==> src/rtl/escalonador_travessia.sv <==
// -----------------------------------------------------------------------------
// escalonador_travessia
//
// Phase scheduler for a two-road intersection with two pedestrian crosswalks.
// Road A and road B cycle through green, yellow and all-red clearance.
// Button presses are latched. After the next clearance, a protected walk
// phase is inserted. After the walk phase, the scheduler returns to the green
// that would have followed the clearance.
//
// Ports
//   clk   in   system clock, rising edge
//   rst   in   synchronous reset, active-high, dominates all other inputs
//   bt_a  in   crosswalk-A button, level sampled every rising edge
//   bt_b  in   crosswalk-B button, level sampled every rising edge
//   A     out  road-A light, one-hot {vermelho, amarelo, verde}
//   B     out  road-B light, same encoding
//   walk  out  walk[0] crosswalk A, walk[1] crosswalk B; nonzero only in PED
//   fase  out  current state code (debug)
//
// State | meaning
// ------+-------------------------------------------
// AV  0 | A green, B red
// AA  1 | A yellow, B red
// R1  2 | all red, clearance after A
// PED 3 | all red, walk lights per walk_sel
// BV  4 | A red, B green
// BA  5 | A red, B yellow
// R2  6 | all red, clearance after B
// -----------------------------------------------------------------------------
module escalonador_travessia #(
    parameter logic [7:0] T_VERDE     = 8'd8,
    parameter logic [7:0] T_VERDE_MIN = 8'd3,
    parameter logic [7:0] T_AMARELO   = 8'd3,
    parameter logic [7:0] T_VERMELHO  = 8'd2,
    parameter logic [7:0] T_PED       = 8'd4
) (
    input  logic       clk,
    input  logic       rst,
    input  logic       bt_a,
    input  logic       bt_b,
    output logic [2:0] A,
    output logic [2:0] B,
    output logic [1:0] walk,
    output logic [2:0] fase
);

    typedef enum logic [2:0] {
        AV  = 3'd0,
        AA  = 3'd1,
        R1  = 3'd2,
        PED = 3'd3,
        BV  = 3'd4,
        BA  = 3'd5,
        R2  = 3'd6
    } fase_t;

    localparam logic [2:0] LUZ_VERDE    = 3'b001;
    localparam logic [2:0] LUZ_AMARELO  = 3'b010;
    localparam logic [2:0] LUZ_VERMELHO = 3'b100;

    fase_t      state_q, state_d;
    logic [7:0] cnt_q, cnt_d;
    logic [1:0] pend_q, pend_d;        // {pend_b, pend_a}
    logic [1:0] walk_sel_q, walk_sel_d;
    logic       ret_q, ret_d;          // 1: PED was entered from R2
    logic [2:0] a_q, a_d;
    logic [2:0] b_q, b_d;
    logic [1:0] walk_q, walk_d;
    logic [2:0] fase_q, fase_d;

    logic [7:0] dur;
    logic       em_verde;
    logic       pedido;
    logic       sair;

    always_comb begin
        dur = T_PED;
        unique case (state_q)
            AV, BV:  dur = T_VERDE;
            AA, BA:  dur = T_AMARELO;
            R1, R2:  dur = T_VERMELHO;
            default: dur = T_PED;
        endcase
    end

    assign em_verde = (state_q == AV) || (state_q == BV);
    assign pedido   = |pend_q;
    // Green may be cut short once the minimum has elapsed and a request waits.
    assign sair     = (cnt_q == dur) || (em_verde && pedido && (cnt_q >= T_VERDE_MIN));

    always_comb begin
        state_d    = state_q;
        cnt_d      = cnt_q + 8'd1;  // never wraps: exit happens at cnt == dur <= 255
        pend_d     = pend_q | {bt_b, bt_a};
        walk_sel_d = walk_sel_q;
        ret_d      = ret_q;

        if (sair) begin
            cnt_d = 8'd1;
            unique case (state_q)
                AV:  state_d = AA;
                AA:  state_d = R1;
                R1: begin
                    if (pedido) begin
                        state_d = PED;
                        ret_d   = 1'b0;
                    end else begin
                        state_d = BV;
                    end
                end
                PED: state_d = ret_q ? AV : BV;
                BV:  state_d = BA;
                BA:  state_d = R2;
                R2: begin
                    if (pedido) begin
                        state_d = PED;
                        ret_d   = 1'b1;
                    end else begin
                        state_d = AV;
                    end
                end
                default: state_d = AV;
            endcase

            // Entering PED serves the requests latched so far. A press landing
            // on this same edge survives and waits for the next PED.
            if (state_d == PED) begin
                walk_sel_d = pend_q;
                pend_d     = {bt_b, bt_a};
            end
        end
    end

    // Outputs are decoded from the next state so they are registered
    // alongside it and follow the state register exactly.
    always_comb begin
        a_d = LUZ_VERMELHO;
        b_d = LUZ_VERMELHO;
        unique case (state_d)
            AV:      a_d = LUZ_VERDE;
            AA:      a_d = LUZ_AMARELO;
            BV:      b_d = LUZ_VERDE;
            BA:      b_d = LUZ_AMARELO;
            default: begin
                a_d = LUZ_VERMELHO;
                b_d = LUZ_VERMELHO;
            end
        endcase
        walk_d = (state_d == PED) ? walk_sel_d : 2'b00;
        fase_d = state_d;
    end

    always_ff @(posedge clk) begin
        if (rst) begin
            state_q    <= AV;
            cnt_q      <= 8'd1;
            pend_q     <= 2'b00;
            walk_sel_q <= 2'b00;
            ret_q      <= 1'b0;
            a_q        <= LUZ_VERDE;
            b_q        <= LUZ_VERMELHO;
            walk_q     <= 2'b00;
            fase_q     <= AV;
        end else begin
            state_q    <= state_d;
            cnt_q      <= cnt_d;
            pend_q     <= pend_d;
            walk_sel_q <= walk_sel_d;
            ret_q      <= ret_d;
            a_q        <= a_d;
            b_q        <= b_d;
            walk_q     <= walk_d;
            fase_q     <= fase_d;
        end
    end

    assign A    = a_q;
    assign B    = b_q;
    assign walk = walk_q;
    assign fase = fase_q;

endmodule
==> config.mk <==
export PLATFORM = sky130hd
export DESIGN_NAME = escalonador_travessia
export DESIGN_NICKNAME = d
export VERILOG_FILES = /design/src/rtl/escalonador_travessia.sv
export SDC_FILE = /design/constraint.sdc
export NUM_CORES = 1
export LEC_CHECK = 0
export ABC_AREA = 1
export BUFFER_PORTS_ARGS = -buffer_cell sky130_fd_sc_hd__buf_2
export CAP_MARGIN = 25
export CORE_UTILIZATION = 45
export CTS_CLUSTER_DIAMETER = 200
export DETAILED_ROUTE_END_ITERATION = 10
export SLEW_MARGIN = 20
export SYNTH_ARGS = -nofsm -noshare
export SYNTH_HDL_FRONTEND = slang
export SYNTH_SLANG_ARGS = --single-unit
==> constraint.sdc <==
create_clock -name clk -period 2.35 [get_ports clk]
set_input_delay 0.3525 -clock clk [delete_from_list [all_inputs] [get_ports clk]]
set_output_delay 0.3525 -clock clk [all_outputs]
set_load 0.02 [all_outputs]
==> run_results.csv, run 1 <==
group,metric,value,unit
detailed_routing,drt_pre_antenna_iters,4,
power,seqPwrFrac,0.318,
grt,antenna_found_initial,0,
place,dpl.hpwl,1.75,mm
setup_path,r2r_slack,0.39,ns
floorplanning,start_util,0.491,
logic_synthesis,synthTopCellsByCount,"nand2_1 (34), dfxtp_1 (24), inv_1 (22)",
setup_path,critPathTopFamily,"simple AND/OR/NAND/NOR gates",
layout,area_delta_synth_final,10.6,%
sta,slew_headroom,0.774,
detailed_routing,ant_nets,0,
grt,grt.overflow.total,0,
floorplanning,dieArea,0.00302,mm^2
cts,cts_max_level,1,
cts,root_buffer,"clkbuf_4",
logic_synthesis,yosysMostFrequentCell,"nand2_1",
detailed_routing,drtIter0Drc,20,
setup_path,max_stage_delay,0.42,ns
cts,numCtsBuffers,3,
logic_synthesis,ys_ff_latch,24,
layout,n_antenna_cell,0,
hold_path,holdPathEnd,"B[0]$_SDFF_PP0_",
logic_synthesis,synth.distinct_cells,28,
setup_path,arrival,2.18,ns
power,ir_drop,0.741,mV
setup_path,critPathMostFrequentCell,"nand2_1",
grt,grt.busiest_layer,"met2",
logic_synthesis,synth_top_flop_cell,"dfxtp_1",
grt,use_met1,0.245,
setup_path,reg2reg_to,"walk[0]$_SDFF_PP0_",
hold_path,min_from,"rst",
power,switchingPower,876,uW
status,run_status,"completed",
logic_synthesis,netlist_area,0.00126,mm^2
detailed_routing,num_vias,989,
setup_path,timing.critical_path.buf_inv,2,
layout,fillers,260,
sta,skew,0.00503,ns
sta,max_freq,511,MHz
logic_synthesis,synth_area_leaders,"dfxtp_1 (38%), nand2_1 (10%), ha_1 (7.0%), inv_1 (6.6%), nor2_1 (6.0%)",
layout,drive_gt1_frac,0.240,
setup_path,worstRegToRegCells,13,
detailed_routing,viasPerCell,4.73,
power,power_frac_clock,0.121,
place,gp_congestion,0.786,
cts,clk_pin_slew,0.13,ns
setup_path,critical_path_class,"reg -> reg",
floorplanning,rows,18,
place,preCtsSetupSlack,0.323,ns
grt,grt_pass1_vias,880,
cts,clkSinkCount,24,
detailed_routing,drc,0,
setup_path,crit_slowest_cell,"dfxtp_1",
sta,tns,0,ns
grt,grt_max_degree,14,
logic_synthesis,yosys_warnings,0,
sta,finalSetupViolCount,0,
setup_path,cp-start-kind,"flop",
power,p_leak,0.683,nW
power,power_density,1290,mW/mm^2
logic_synthesis,yosysTopAreaCell,"dfxtp_1",
grt,gr-usage-met2,0.263,
detailed_routing,routed_wl,2.25,mm
sta,fin_ws,0.392,ns
setup_path,crit_fanout,12,
power,intPower,927,uW
logic_synthesis,synth_edf_count,0,
sta,tightest_slew,0.336,ns
detailed_routing,post_drt_wl_per_cell,10.8,um
layout,nets,191,
power,switching_share,0.486,
logic_synthesis,synthCells,163,
floorplanning,die_y,54.9,um
grt,grt_use_total,0.173,
hold_path,hold_depth,2,
logic_synthesis,synth.top_cell.area_share,0.381,
sta,layout_worst_path_cycle_share,0.833,
cts,cts_tree,"yes",
sta,finalMaxSlewViolations,0,
floorplanning,fp.dieW,54.9,um
logic_synthesis,yosysSeqAreaShare,0.381,
place,io_buffers,14,
floorplanning,core,0.00257,mm^2
sta,fin_crit,1.96,ns
logic_synthesis,syn_nets,174,
job,drv_cap,0,
setup_path,path_cells,"inv_1, ha_1, inv_1, nand2_1, nand2_1, nor2_1, nand3_2, nand2_4, nand2_1, nand2_2, nor2_4, nand2_1, nor2_1",
floorplanning,io_pins,15,
cts,clock_path_buffers,2,
setup_path,end_kind,"flop",
grt,grt_pass1_wl,3.73,mm
setup_path,required,2.57,ns
setup_path,r2r_start,"fase[0]$_SDFF_PP0_",
grt,grtUsageMet3,0.0355,
hold_path,hold_path.class,"in -> reg",
logic_synthesis,postSynthAreaPerCell,7.73,um^2
logic_synthesis,postSynth.asyncResetShare,0,
power,combPwrFrac,0.560,
cts,clk_latency,0.31,ns
sta,rsz0062_at_grt,"no",
sta,hold_viol,0,
-- power by group through the flow --
stage	Sequential, mW	Clock [mW]	Combinational [mW]
2_1_floorplan	0.625	0	0.791
3_3_place_gp	0.582	0	0.995
3_5_place_dp	0.584	0	1.00
4_1_cts	0.575	0.228	1.01
5_1_grt	0.591	0.242	1.14
6_report	0.574	0.219	1.01
-- layout by cell type, fill, tap and decap left out --
| cell type | netlist | routed |
|---|---|---|
| clkbuf_8 | 0 | 1 |
| nor2_4 | 2 | 2 |
| o21ai_0 | 6 | 6 |
| a21oi_1 | 6 | 6 |
| nor2_1 | 20 | 20 |
| inv_2 | 3 | 3 |
| nor2_2 | 4 | 4 |
| nor3b_2 | 1 | 1 |
| nand3_2 | 2 | 2 |
| clkbuf_4 | 0 | 3 |
| a21o_1 | 2 | 2 |
| nand3_1 | 7 | 7 |
| xnor2_1 | 2 | 2 |
| nand2_4 | 1 | 2 |
| nor4_1 | 1 | 1 |
| ha_1 | 7 | 7 |
| or2_2 | 1 | 1 |
| o21ai_1 | 1 | 1 |
| nor3_2 | 2 | 2 |
| dfxtp_1 | 24 | 24 |
| nand3b_1 | 1 | 1 |
| o21ai_4 | 1 | 1 |
| xor2_1 | 2 | 2 |
| nand2_1 | 34 | 34 |
| nor3_1 | 1 | 1 |
| nand2_8 | 2 | 2 |
| buf_2 | 0 | 14 |
| nand2_2 | 6 | 5 |
| inv_1 | 22 | 22 |
-- cell type report --
type	instances	area, um^2	share of cell area
multi-input combinational	112	676	0.485
sequential	24	480	0.345
inverter	25	93.8	0.0673
timing repair buffer	14	70.1	0.0503
tap	30	37.5	0.0269
clock buffer	4	36.3	0.0260
-- stage by stage --
stage	power (mW)	area, um^2	cells	hold slack [ns]	util
floorplan	1.42	1260	163	0.423	-
global placement	1.58	1350	205	0.465	0.527
detailed placement	1.59	1350	205	0.467	0.527
CTS	1.81	1390	209	0.313	0.541
global route	1.98	1390	209	0.317	0.543
finish	1.80	1390	209	0.329	0.543
-- metal layers --
metal,vias up,wire length [um]
li1,532,-
met2,12,980
met5,-,0
met4,0,0
met3,0,79
met1,445,1190
-- how the worst max path moves through the flow --
stage / from / end / slack, ns / cells after the start
floorplan: fase[0]$_SDFF_PP0_ / B[2]$_SDFF_PP1_ / 0.48 / 14
global placement: fase[0]$_SDFF_PP0_ / walk[0]$_SDFF_PP0_ / 0.37 / 13
detailed placement: fase[0]$_SDFF_PP0_ / walk[0]$_SDFF_PP0_ / 0.32 / 13
CTS: fase[0]$_SDFF_PP0_ / walk[0]$_SDFF_PP0_ / 0.30 / 13
global route: fase[0]$_SDFF_PP0_ / walk[1]$_SDFF_PP0_ / 0.1 / 13
finish: fase[0]$_SDFF_PP0_ / walk[0]$_SDFF_PP0_ / 0.39 / 13
-- flip-flops by register name (all words and copies together) (netlist names) --
register    count
A               3
B               3
cnt_q           8
fase            3
pend_q          2
ret_q           1
walk            2
walk_sel_q      2
-- what timing repair did --
| action | 4_1_cts | 5_1_grt |
|---|---|---|
| buffers inserted | 0 | 0 |
| hold buffers | 0 | 0 |
| gates resized for setup | 0 | 1 |
| setup endpoints to repair | 0 | 1 |
| hold endpoints to repair | 0 | 0 |
-- logic make-up after synthesis --
family / count (synthesis) / synth area share
buf+inv: 27 / 0.0864
simple gates: 85 / 0.358
xor+xnor: 4 / 0.0278
fa+ha+maj: 7 / 0.0695
compound gates: 16 / 0.0765
flops: 24 / 0.381
Power figures use the tool's default switching activity.
==> run 2: changes to the inputs <==
--- a/config.mk
+++ b/config.mk
@@ -11,6 +11,7 @@
 export CORE_UTILIZATION = 45
 export CTS_CLUSTER_DIAMETER = 200
 export DETAILED_ROUTE_END_ITERATION = 10
+export PLACE_DENSITY = 0.67
 export SLEW_MARGIN = 20
 export SYNTH_ARGS = -nofsm -noshare
 export SYNTH_HDL_FRONTEND = slang
==> constraint.sdc (replaced) <==
create_clock -name clk -period 1.6 [get_ports clk]
set_input_delay 0.24 -clock clk [delete_from_list [all_inputs] [get_ports clk]]
set_output_delay 0.24 -clock clk [all_outputs]
set_load 0.02 [all_outputs]
==> run 2 against run 1 <==
  * The flow now finishes with violations (setup timing)
  * Flip-flop and latch count stayed put
  * Combinational power is 140% higher
  * Routed wire length is 24% higher
  * Non-clock buffer count is 13 higher
  * First-iteration DRC count is 25% lower
  * Die area stayed put
  * Clock-buffer cell count stayed put
  * Sequential share of layout area is 4.4 points lower
  * Sequential power is 51% higher
  * Register-to-register slack worse by 0.54 ns
  * Critical path type unchanged
==> run_results.csv, run 2 (synthesized netlist as in run 1, its figures left out) <==
group,metric,value,unit
layout,top_register,"cnt_q",
grt,grt_pass1_vias,980,
sta,rsz0062_at_grt,"yes",
setup_path,critical_path_class,"reg -> reg",
setup_path,end_kind,"flop",
sta,max_freq,570,MHz
floorplanning,fp.dieW,54.9,um
detailed_routing,viasPerCell,4.88,
setup_path,crit_slowest_cell,"dfxtp_4",
grt,grt_pass1_wl,4.42,mm
power,p_leak,0.769,nW
setup_path,crit_fanout,5,
sta,layout_worst_path_cycle_share,1.10,
layout,area_delta_synth_final,29.0,%
layout,drive_gt1_frac,0.375,
sta,finalMaxSlewViolations,0,
floorplanning,start_util,0.491,
sta,skew,0.0113,ns
cts,cts_max_level,1,
power,ir_drop,1.50,mV
sta,slew_headroom,0.769,
sta,hold_viol,0,
job,drv_cap,0,
detailed_routing,drt_pre_antenna_iters,4,
place,gp_congestion,0.840,
detailed_routing,num_vias,1084,
grt,grt_max_degree,14,
cts,clk_pin_slew,0.13,ns
detailed_routing,routed_wl,2.80,mm
detailed_routing,drc,0,
setup_path,required,1.82,ns
sta,tightest_slew,0.346,ns
place,dpl.hpwl,1.99,mm
setup_path,arrival,1.97,ns
floorplanning,io_pins,15,
sta,holdWs,0.228,ns
floorplanning,core,0.00257,mm^2
floorplanning,die_y,54.9,um
cts,numCtsBuffers,3,
cts,clk_latency,0.32,ns
layout,final_cell_mix,"nand2_1 (31), dfxtp_1 (22), nor2_1 (19)",
status,run_status,"finished, violations left",
grt,grt.overflow.total,0,
status,violations,"setup timing",
layout,fillers,250,
floorplanning,rows,18,
detailed_routing,post_drt_wl_per_cell,12.6,um
cts,cts_hold_buf,0,
hold_path,hold_path.class,"in -> reg",
power,power_density,2200,mW/mm^2
cts,clkSinkCount,24,
place,io_buffers,14,
cts,cts_tree,"yes",
sta,fin_ws,-0.153,ns
setup_path,cp-start-kind,"flop",
setup_path,max_stage_delay,0.41,ns
cts,clock_path_buffers,2,
power,total_power,3.58,mW
detailed_routing,drtIter0Drc,15,
sta,finalSetupViolCount,23,
grt,grt_use_total,0.212,
floorplanning,dieArea,0.00302,mm^2
grt,antenna_found_initial,0,
setup_path,path_cells,"inv_4, ha_4, inv_2, nand2_2, nand2_1, nor2_1, nand3_2, nand2_4, buf_12, nand2_8, nand2_8, nand2_4, inv_2, nand2_1",
sta,fin_crit,1.75,ns
cts,root_buffer,"clkbuf_4",
layout,n_antenna_cell,0,
layout,nets,204,
layout,final_common_cell,"nand2_1",
layout,largest_reg_flops,8,
detailed_routing,ant_nets,0,
[run 2: worst max-delay path: cells and delay by family (launching register included)]
kind / cells / cell delay (ns)
and+or+nand+nor: 9 / 0.71
DFF: 1 / 0.41
buffers and inverters: 4 / 0.27
adders and majority gates: 1 / 0.27
[run 2: stage by stage]
| step | instance area, um^2 | TNS (ns) | cells | utilization | setup slack (ns) |
|---|---|---|---|---|---|
| 2_1_floorplan | 1280 | -0.121 | 163 | - | -0.0361 |
| 3_3_place_gp | 1450 | -0.350 | 213 | 0.565 | -0.0513 |
| 3_5_place_dp | 1450 | -1.79 | 213 | 0.565 | -0.171 |
| 4_1_cts | 1590 | -1.79 | 222 | 0.618 | -0.118 |
| 5_1_grt | 1630 | -3.73 | 222 | 0.633 | -0.233 |
| 6_report | 1630 | -1.97 | 222 | 0.633 | -0.153 |
[run 2: area by class of cell]
| cell class | instances | area, um^2 | area share |
|---|---|---|---|
| Inverter | 25 | 104 | 0.0639 |
| Clock buffer | 4 | 26.3 | 0.0162 |
| Multi-Input combinational cell | 112 | 753 | 0.463 |
| Sequential cell | 24 | 488 | 0.300 |
| Timing Repair Buffer | 27 | 216 | 0.133 |
| Tap cell | 30 | 37.5 | 0.0231 |
[run 2: worst paths after layout]
path,endpoint,depth (start not counted),start,slack (ns)
max reg2reg,B[2]$_SDFF_PP1_,14,fase[0]$_SDFF_PP0_,-0.15
max,B[2]$_SDFF_PP1_,14,fase[0]$_SDFF_PP0_,-0.15
min,pend_q[0]$_SDFF_PP0_,2,rst,0.23
min reg2reg,ret_q$_SDFFE_PP0P_,2,ret_q$_SDFFE_PP0P_,0.51
[run 2: report_power, final]
group / internal, mW / total, mW / leakage (nW) / switching, mW
clock: 0.0975 / 0.276 / 0.0150 / 0.179
sequential: 0.747 / 0.866 / 0.197 / 0.119
combinational: 1.10 / 2.44 / 0.557 / 1.34
[run 2: per-layer routing]
layer / track usage / up-vias / share of wire
met3: 0.0383 / 7 / 0.035
li1: - / 560 / -
met5: 0 / - / 0
met4: 0.0917 / 0 / 0.021
met2: 0.329 / 26 / 0.47
met1: 0.285 / 491 / 0.48
[run 2: timing repair]
item | in CTS | in global routing
setup endpoints to repair | 22 | 24
resized for setup | 13 | 12
gates cloned | 1 | 0
setup buffers | 4 | 0
pin swaps | 2 | 5
